<file path="src/rtl/swap_controller_pkg.sv">
// Shared types and constants for the swap controller and the counter block it feeds.
package swap_controller_pkg;

  // Same width as the downstream dual counter block.
  localparam int COUNT_W_DEF = 4;

  typedef enum logic [1:0] {
    IDLE         = 2'd0,
    PULSE        = 2'd1,
    LOCKOUT      = 2'd2,
    WAIT_RELEASE = 2'd3
  } state_t;

endpackage

</file>
<file path="src/rtl/swap_controller_if.sv">
// Button inputs and counter-block control outputs of the swap controller.
interface swap_controller_if
  import swap_controller_pkg::*;
#(
  parameter int COUNT_W = COUNT_W_DEF
) ();

  logic               btn_swap;
  logic               btn_enable;
  logic               swap;
  logic               enable;
  logic [COUNT_W-1:0] swap_count;
  logic               busy;

  // master drives the buttons and observes the controls; slave is the controller.
  modport master (
    output btn_swap, btn_enable,
    input  swap, enable, swap_count, busy
  );

  modport slave (
    input  btn_swap, btn_enable,
    output swap, enable, swap_count, busy
  );

endinterface

</file>
<file path="src/rtl/swap_controller_debouncer.sv">
// Two-flop synchronizer plus stability counter for one raw push-button; emits the
// accepted level and a one-cycle rising-edge strobe.
module button_debouncer #(
  parameter int DEBOUNCE_CYCLES = 4
) (
  input  logic clock,
  input  logic reset_n,
  input  logic btn,
  output logic deb,
  output logic rise
);

  localparam int CW = $clog2(DEBOUNCE_CYCLES);

  logic          meta;
  logic          sync;
  logic          deb_q;
  logic [CW-1:0] cnt;

  // NOTE: sequential state uses non-blocking assignments so every flop samples
  // the pre-edge values of the others, exactly like the hardware.
  always_ff @(posedge clock) begin
    if (!reset_n) begin
      meta  <= 1'b0;
      sync  <= 1'b0;
      deb   <= 1'b0;
      deb_q <= 1'b0;
      cnt   <= '0;
    end else begin
      meta  <= btn;
      sync  <= meta;
      deb_q <= deb;
      if (sync == deb) begin
        cnt <= '0;
      end else if (cnt == CW'(DEBOUNCE_CYCLES - 1)) begin
        deb <= sync;
        cnt <= '0;
      end else begin
        cnt <= cnt + CW'(1);
      end
    end
  end

  assign rise = deb & ~deb_q;

endmodule

</file>
<file path="src/rtl/swap_controller.sv">
// Turns two bouncy buttons into a toggled enable level and a lockout-guarded,
// single-cycle swap pulse with a wrap-around issue count.
module swap_controller
  import swap_controller_pkg::*;
#(
  parameter int DEBOUNCE_CYCLES = 4,
  parameter int LOCKOUT_CYCLES  = 8,
  parameter int COUNT_W         = COUNT_W_DEF
) (
  input logic              clock,
  input logic              reset_n,
  swap_controller_if.slave bus
);

  localparam int LW = (LOCKOUT_CYCLES > 1) ? $clog2(LOCKOUT_CYCLES) : 1;

  logic               sw_deb, sw_rise;
  logic               en_deb, en_rise;
  logic               unused_en_deb;
  logic               enable_q;
  logic [COUNT_W-1:0] count;
  state_t             state, state_n;
  logic [LW-1:0]      lock_cnt, lock_cnt_n;

  button_debouncer #(.DEBOUNCE_CYCLES(DEBOUNCE_CYCLES)) u_sw_deb (
    .clock   (clock),
    .reset_n (reset_n),
    .btn     (bus.btn_swap),
    .deb     (sw_deb),
    .rise    (sw_rise)
  );

  button_debouncer #(.DEBOUNCE_CYCLES(DEBOUNCE_CYCLES)) u_en_deb (
    .clock   (clock),
    .reset_n (reset_n),
    .btn     (bus.btn_enable),
    .deb     (en_deb),
    .rise    (en_rise)
  );

  // The enable button acts on press edges only; its level has no consumer.
  assign unused_en_deb = en_deb;

  // NOTE: every signal driven here gets a default first, so no path through the
  // case can leave it unassigned and infer a latch.
  always_comb begin
    state_n    = state;
    lock_cnt_n = lock_cnt;
    case (state)
      IDLE: begin
        // Qualified by the registered enable, i.e. the value before any
        // toggle landing on the same edge.
        if (sw_rise) state_n = enable_q ? PULSE : WAIT_RELEASE;
      end
      PULSE: begin
        lock_cnt_n = LW'(LOCKOUT_CYCLES - 1);
        state_n    = LOCKOUT;
      end
      LOCKOUT: begin
        if (lock_cnt == '0) state_n = WAIT_RELEASE;
        else                lock_cnt_n = lock_cnt - LW'(1);
      end
      WAIT_RELEASE: begin
        if (!sw_deb) state_n = IDLE;
      end
      default: state_n = IDLE;
    endcase
  end

  // NOTE: reset is synchronous, so it lives inside the clocked branch and has
  // no effect between edges.
  always_ff @(posedge clock) begin
    if (!reset_n) begin
      state    <= IDLE;
      lock_cnt <= '0;
      enable_q <= 1'b0;
      count    <= '0;
    end else begin
      state    <= state_n;
      lock_cnt <= lock_cnt_n;
      if (en_rise)         enable_q <= ~enable_q;
      if (state == PULSE)  count    <= count + COUNT_W'(1);
    end
  end

  // Outputs decode registered state only; no input reaches them combinationally.
  assign bus.swap       = (state == PULSE);
  assign bus.busy       = (state == PULSE) || (state == LOCKOUT);
  assign bus.enable     = enable_q;
  assign bus.swap_count = count;

endmodule
</file>
<file path="src/flat_wrapper.sv">
// flat-port wrapper written by rule: the top's interface ports become plain ports
module swap_controller_flat import swap_controller_pkg::*;
#(
  parameter int DEBOUNCE_CYCLES = 4,
  parameter int LOCKOUT_CYCLES  = 8,
  parameter int COUNT_W         = COUNT_W_DEF
)
  (clock, reset_n, bus_btn_swap, bus_btn_enable, bus_swap, bus_enable, bus_swap_count, bus_busy);
  swap_controller_if #(.COUNT_W(COUNT_W)) bus_i ();
  input logic clock;
  input logic reset_n;
  input wire logic [$bits(bus_i.btn_swap)-1:0] bus_btn_swap;
  input wire logic [$bits(bus_i.btn_enable)-1:0] bus_btn_enable;
  output wire logic [$bits(bus_i.swap)-1:0] bus_swap;
  output wire logic [$bits(bus_i.enable)-1:0] bus_enable;
  output wire logic [$bits(bus_i.swap_count)-1:0] bus_swap_count;
  output wire logic [$bits(bus_i.busy)-1:0] bus_busy;
  assign bus_i.btn_swap = bus_btn_swap;
  assign bus_i.btn_enable = bus_btn_enable;
  assign bus_swap = bus_i.swap;
  assign bus_enable = bus_i.enable;
  assign bus_swap_count = bus_i.swap_count;
  assign bus_busy = bus_i.busy;
  swap_controller #(.DEBOUNCE_CYCLES(DEBOUNCE_CYCLES), .LOCKOUT_CYCLES(LOCKOUT_CYCLES), .COUNT_W(COUNT_W)) u_core (.clock(clock), .reset_n(reset_n), .bus(bus_i));
endmodule
</file>
<file path="config.mk">
export PLATFORM = sky130hd
export DESIGN_NAME = swap_controller_flat
export DESIGN_NICKNAME = d
export VERILOG_FILES = /design/src/rtl/swap_controller_pkg.sv /design/src/rtl/swap_controller_if.sv /design/src/rtl/swap_controller_debouncer.sv /design/src/rtl/swap_controller.sv /design/src/flat_wrapper.sv
export SDC_FILE = /design/constraint.sdc
export NUM_CORES = 1
export LEC_CHECK = 0
export BUFFER_PORTS_ARGS = -buffer_cell sky130_fd_sc_hd__buf_2
export CORE_ASPECT_RATIO = 0.6
export CORE_MARGIN = 2
export CORE_UTILIZATION = 25
export CTS_CLUSTER_SIZE = 16
export DETAILED_ROUTE_END_ITERATION = 8
export SYNTH_ARGS = -nofsm -noshare
export SYNTH_HDL_FRONTEND = slang
export SYNTH_SLANG_ARGS = --single-unit
</file>
<file path="constraint.sdc">
create_clock -name clock -period 1.4 [get_ports clock]
set_input_delay 0.28 -clock clock [delete_from_list [all_inputs] [get_ports clock]]
set_output_delay 0.28 -clock clock [all_outputs]
set_load 0.03 [all_outputs]
</file>
# ---- Word level (Yosys, flattened, before mapping)
# Index checks and enable logic that the tools add are counted.
dict set report word_totals {
  input_bits 4
  register_bits 22
  elab_cells 54
  output_inout_bits 7
}
dict set report op_classes {
  bitwise 8
  addsub 4
  muxes 7
  eq_ne 11
  reduce_logical 10
}
# op n
set op_table {}
lappend op_table {{$eq A2 B2 Y1 const B} 4}
lappend op_table {{$mux W2} 4}
lappend op_table {{$pmux W2 S4} 1}
lappend op_table {{$not A1 Y1} 6}
lappend op_table {{$pmux W3 S2} 1}
lappend op_table {{$reduce_and A2 Y1} 3}
lappend op_table {{$reduce_or A3 Y1} 2}
lappend op_table {{$add A2 B1 Y2 const B} 2}
lappend op_table {{$add A4 B1 Y4 const B} 1}
lappend op_table {{$ne A2 B1 Y1 const B} 2}
lappend op_table {{$ne A2 B2 Y1 const B} 2}
lappend op_table {{$logic_not A3 Y1} 1}
lappend op_table {{$mux W3} 1}
lappend op_table {{$reduce_and A3 Y1} 1}
lappend op_table {{$sub A3 B1 Y3 const B} 1}
lappend op_table {{$and A1 B1 Y1} 2}
lappend op_table {{$eq A1 B1 Y1} 2}
lappend op_table {{$eq A2 B1 Y1 const B} 1}
lappend op_table {{$logic_not A2 Y1} 1}
lappend op_table {{$reduce_bool A2 Y1} 1}
lappend op_table {{$logic_or A1 B1 Y1} 1}

# ---- Depth between registers and ports, before layout
dict set report logic_depth {
  ltp_word 4
  ltp_mapped 5
  ltp_nobuf 5
}

# ---- By module
# A second synthesis with hierarchy kept.
dict set report hier_totals {
  hier_cells 88
  area_unflattened_um2 970.9
}
# module instances area_each_um2 cells_per_inst seq_area_each_um2
set by_module_without_submodules {}
lappend by_module_without_submodules {swap_controller 1 563.0 56 200.2}
lappend by_module_without_submodules {button_debouncer 2 203.9 16 120.1}

# ---- Least setup slack after synthesis
# No wires, ideal clock.
dict set report synth_path {
  path_kind {register to register}
  startpoint {register u_core.state[1]}
  endpoint {register u_core.lock_cnt[0]}
  setup_time_ns 0.116
  path_slack_ns -0.098
  n_path_buf 0
  path_stages_with_launch 6
  required_time_ns 1.284
  arrival_time_ns 1.383
  period_less_slack_ns 1.498
  cell_sequence {dfxtp_1 inv_1 ha_1 nor2b_1 a211o_1 and3_1}
}
dict set report synth_via {
  elab_chain_len 3
  word_cells_on_any_way 6
  classes_between {eq/ne (3); mux (1); reduce/logical (2)}
}
# element line_no
set synth_lines {}
lappend synth_lines {{from (decl)} swap_controller.sv:22} ;# state_t state, state_n;
lappend synth_lines {{from (signal assigned)} swap_controller.sv:79} ;# state <= state_n;
lappend synth_lines {{$eq A2 B1 Y1 (*)} --}
lappend synth_lines {{via bus_swap} flat_wrapper.sv:14} ;# output wire logic [$bits(bus_i.swap)-1:0] bus_swap;
lappend synth_lines {{$reduce_bool A2 Y1 (no line)} --}
lappend synth_lines {{$reduce_and A2 Y1 (no line)} --}
lappend synth_lines {{to (signal assigned)} swap_controller.sv:80} ;# lock_cnt <= lock_cnt_n;
lappend synth_lines {{to (decl)} swap_controller.sv:23} ;# logic [LW-1:0] lock_cnt, lock_cnt_n;
# Mark *: on every way through the listed nets, which the timed path passes. The rest lies on a longest branch.
# A chain may end at the register's enable or synchronous reset.

# ---- Worst setup path after layout
dict set report layout_path {
  startpoint {register u_core.state[0]}
  endpoint {output port bus_swap}
}
dict set report layout_via {
  elab_chain_len 1
}
# element line_no
set layout_lines {}
lappend layout_lines {{$eq A2 B1 Y1} swap_controller.sv:87} ;# assign bus.swap = (state == PULSE);
lappend layout_lines {{to (decl)} flat_wrapper.sv:14}
# Every way passes these cells.

==> metrics.md <==
| Metric | Value |
|---|---|
| Status | complete, but fails checks |
| Failing checks | negative setup slack |
| Max-cap viol count | 0 |
| Peak Freq | a little over 700 MHz |
| Die area | 0.004382 sq mm |
| Leakage Power | 0.5712 nW |
| Distinct cells, synth | 29 |
| Top cells by area, synth | dfxtp_1 46%, ha_1 13%, and2_1 6.5%, mux2i_1 4.2%, xnor2_1 3.6% |
| DP Area | ~0.0011 sq mm |
| Final Hold Vio Count | 0 |
| Number of vias in the routed layout | about 700 |
| Number of cells produced by synthesis | between 80 and 90 |
| Core area | about 0.0037 sq mm |
| Clk Latency, worst-skew pair | ~0.26 ns |
| Clock skew | approximately 0.0016 ns |
| CTS buffer count | 3 |
| Die W | 84.14 um |
| FF-to-FF path depth | 5 |
| Post-Syn Nets | between 100 and 150 |
| GRT Util Overall | 0.09372 |
| # rows | 17 |
| Setup tns final | -0.01320 ns |
| Worst Path Max Fanout | 3 |
| Vias per cell | 4.294 |
| Commonest cells after routing, fill and taps aside | 19 x dfxtp_1, 10 x and2_1, 10 x buf_4 |
| Inst Count DP | roughly 150 |
| CP Data Required Time | about 1.1 ns |
| DRC | 0 |
| Slowest cell on crit path | dfxtp_2 |
| Final Instance Area | about 0.0013 sq mm |
| Grt total ovfl | 0 |
| Layout cells sized above 1 | 0.3805 |
| Total wire length | between 2 and 2.5 mm |
| Final worst path period share | 1.009 |
| Final GP Congestion | between 0.7 and 0.8 |
| Pwr/cell area | about 1900 mW/mm^2 |
| Worst-path clk slew | ~0.080 ns |
| Startpoint Class | register |
| Fillers | approximately 350 |
| Critical Path, Cell by Cell | buf_6 > ha_4 > buf_6 > buf_6 |
| YS warnings | 0 |
| VDD IR max | about 0.0012 V |
| Routed Antenna Nets | 0 |
| Min-Delay Path Class | input port to register |
| Slew HR | 0.7715 |
| Routed wire per std cell | 12.61 um |
| First-pass GRT wire length | between 3 and 4 mm |
| Setup violations, final | 1 |
| Final worst slack | -0.01320 ns |
| Antenna violations before repair | 0 |
| Synth Cell Area | roughly 960 sq um |
| Commonest non-fill, non-tap cell in the layout | dfxtp_1 |
| First drt pass iteration count | 6 |
| Worst-Margin Slew | 0.3428 ns |
| Largest net degree at the start of global routing | 24 |
| Vias in the first global route | approximately 640 |
| Die Y | 52.09 um |
| CTS root buffer | clkbuf_8 |
| Buf/Inv on CP | 3 |
| Syn avg cell area | ~11 sq um |
| CP endpoint kind | output port |
| Starting Density | 0.2618 |
| Boundary pin count | 11 |
| Antenna diodes | 0 |
| Largest stage delay, worst path | around 0.34 ns |
| Layout Nets | ~130 |
| # hold bufs at CTS | 0 |
| Setup CP Type | register to output port |
| PortBufs | 10 |
| Yosys top cell area share | 0.4571 |
| Synth area leader | dfxtp_1 |
| H-tree Lvls | 1 |
| Crit path top cell by count | buf_6 |
| Hold Crit Depth | 2 |
| Bufs on Longest Clock Path | 2 |
| CTS tree | yes |
| Post-synthesis register bit count | 22 |
| CP arrival | about 1.1 ns |
| Final Instance Count excl. Fillers | 160 |
| Crit. path cell count | 4 |
| Drt first-iter violations | 27 |
| Delay-heaviest family, CP | buffers and inverters |
| Area growth from synthesis to layout | 37.40% |
| Fin crit period | about 1.4 ns |
| CTS sink count | 22 |
| HPWL after detailed placement | approximately 1.2 mm |
| Sequential area share after synthesis | 0.4571 |
| Unrepaired setup endpoints after global routing | true |
| Final slew viol count | 0 |
[cell type report]
cell class | instances | area (sq um) | share of cell area
clock inverters | 1 | 30.03 | 0.02268
flip-flops and latches | 22 | 444.2 | 0.3355
inverters | 4 | 15.01 | 0.01134
well taps | 47 | 58.81 | 0.04442
clock buffers | 3 | 41.29 | 0.03119
repair buffers | 23 | 171.4 | 0.1295
multi-input cells | 60 | 563.0 | 0.4253
[metrics by stage]
stage / setup slack [ns] / hold slack [ns] / utilization / power [W]
after floorplan: 0.02559 / 0.4051 / - / 0.001362
after global placement: 0.02535 / 0.4132 / 0.2962 / 0.001517
after detailed placement: -0.1245 / 0.4201 / 0.2962 / 0.001579
after CTS: -0.03731 / 0.2161 / 0.3485 / 0.002438
after global routing: -0.04116 / 0.2233 / 0.3597 / 0.002705
final: -0.01320 / 0.2194 / 0.3597 / 0.002570
[synthesized netlist by cell type]
library cell and count:
a222oi_1 1, nand2b_4 1, nor4b_1 1, o211ai_1 1, inv_1 4, and3b_2 1, xnor2_1 4, ha_1 10
nor2b_1 4, nand4_1 1, and3_1 1, a21oi_1 1, or2_2 1, a211o_1 1, a22o_1 1, xor2_1 2
o31a_1 2, nand2_1 4, nor4bb_1 2, clkbuf_1 2, and2_2 1, nand3_1 1, nor3_1 1, mux2i_1 4
dfxtp_1 22, nand2b_1 2, and2_1 10, and4b_1 1, o221a_1 1
[cell families after synthesis]
family | Yosys count | share of synthesized area
AND/OR/NAND/NOR | 32 | 0.2221
flip-flops | 22 | 0.4571
adder cells (fa/ha/maj) | 10 | 0.1299
AO/OA/AOI/OAI | 8 | 0.07143
XOR/XNOR | 6 | 0.05455
buffers and inverters | 6 | 0.02337
multiplexers | 4 | 0.04156
[worst paths after layout]
check | start | to | slack (ns)
setup / recovery | u_core.state[0] | bus_swap | -0.01
hold / removal | bus_btn_swap | u_core.u_sw_deb.meta | 0.22
setup reg to reg | u_core.state[1] | u_core.state[0] | 0.02
hold reg to reg | u_core.u_sw_deb.cnt[0] | u_core.u_sw_deb.cnt[0] | 0.43
[registers in the layout, summed over array words and instances (netlist names)]
register and count:
u_core.u_en_deb.sync 1, u_core.u_sw_deb.deb 1, u_core.u_en_deb.cnt 2, u_core.u_sw_deb.sync 1, u_core.bus.enable 1, u_core.u_en_deb.deb 1
u_core.u_en_deb.deb_q 1, u_core.lock_cnt 3, u_core.bus.swap_count 4, u_core.u_sw_deb.meta 1, u_core.u_en_deb.meta 1, u_core.state 2
u_core.u_sw_deb.cnt 2, u_core.u_sw_deb.deb_q 1
[power breakdown]
group	internal (W)	switching, W
clock network	0.000382	0.000208
logic	0.000617	0.000564
registers	0.000725	0.0000751
total	0.00172	0.000847
[repair_timing]
item / CTS / global route
resized for setup: 19 / 3
buffers inserted: 6 / 4
setup endpoints to repair: 6 / 6
pin swaps: 4 / 3
gates cloned: 0 / 0
[per-layer routing]
metal,global-route usage,up-vias,share of wire
li1,-,354,-
met1,0.1243,311,0.51
met2,0.1442,18,0.44
met3,0.03810,4,0.045
met4,0.01882,0,0.0084
met5,0,-,0
Power figures use the tool's default switching activity.
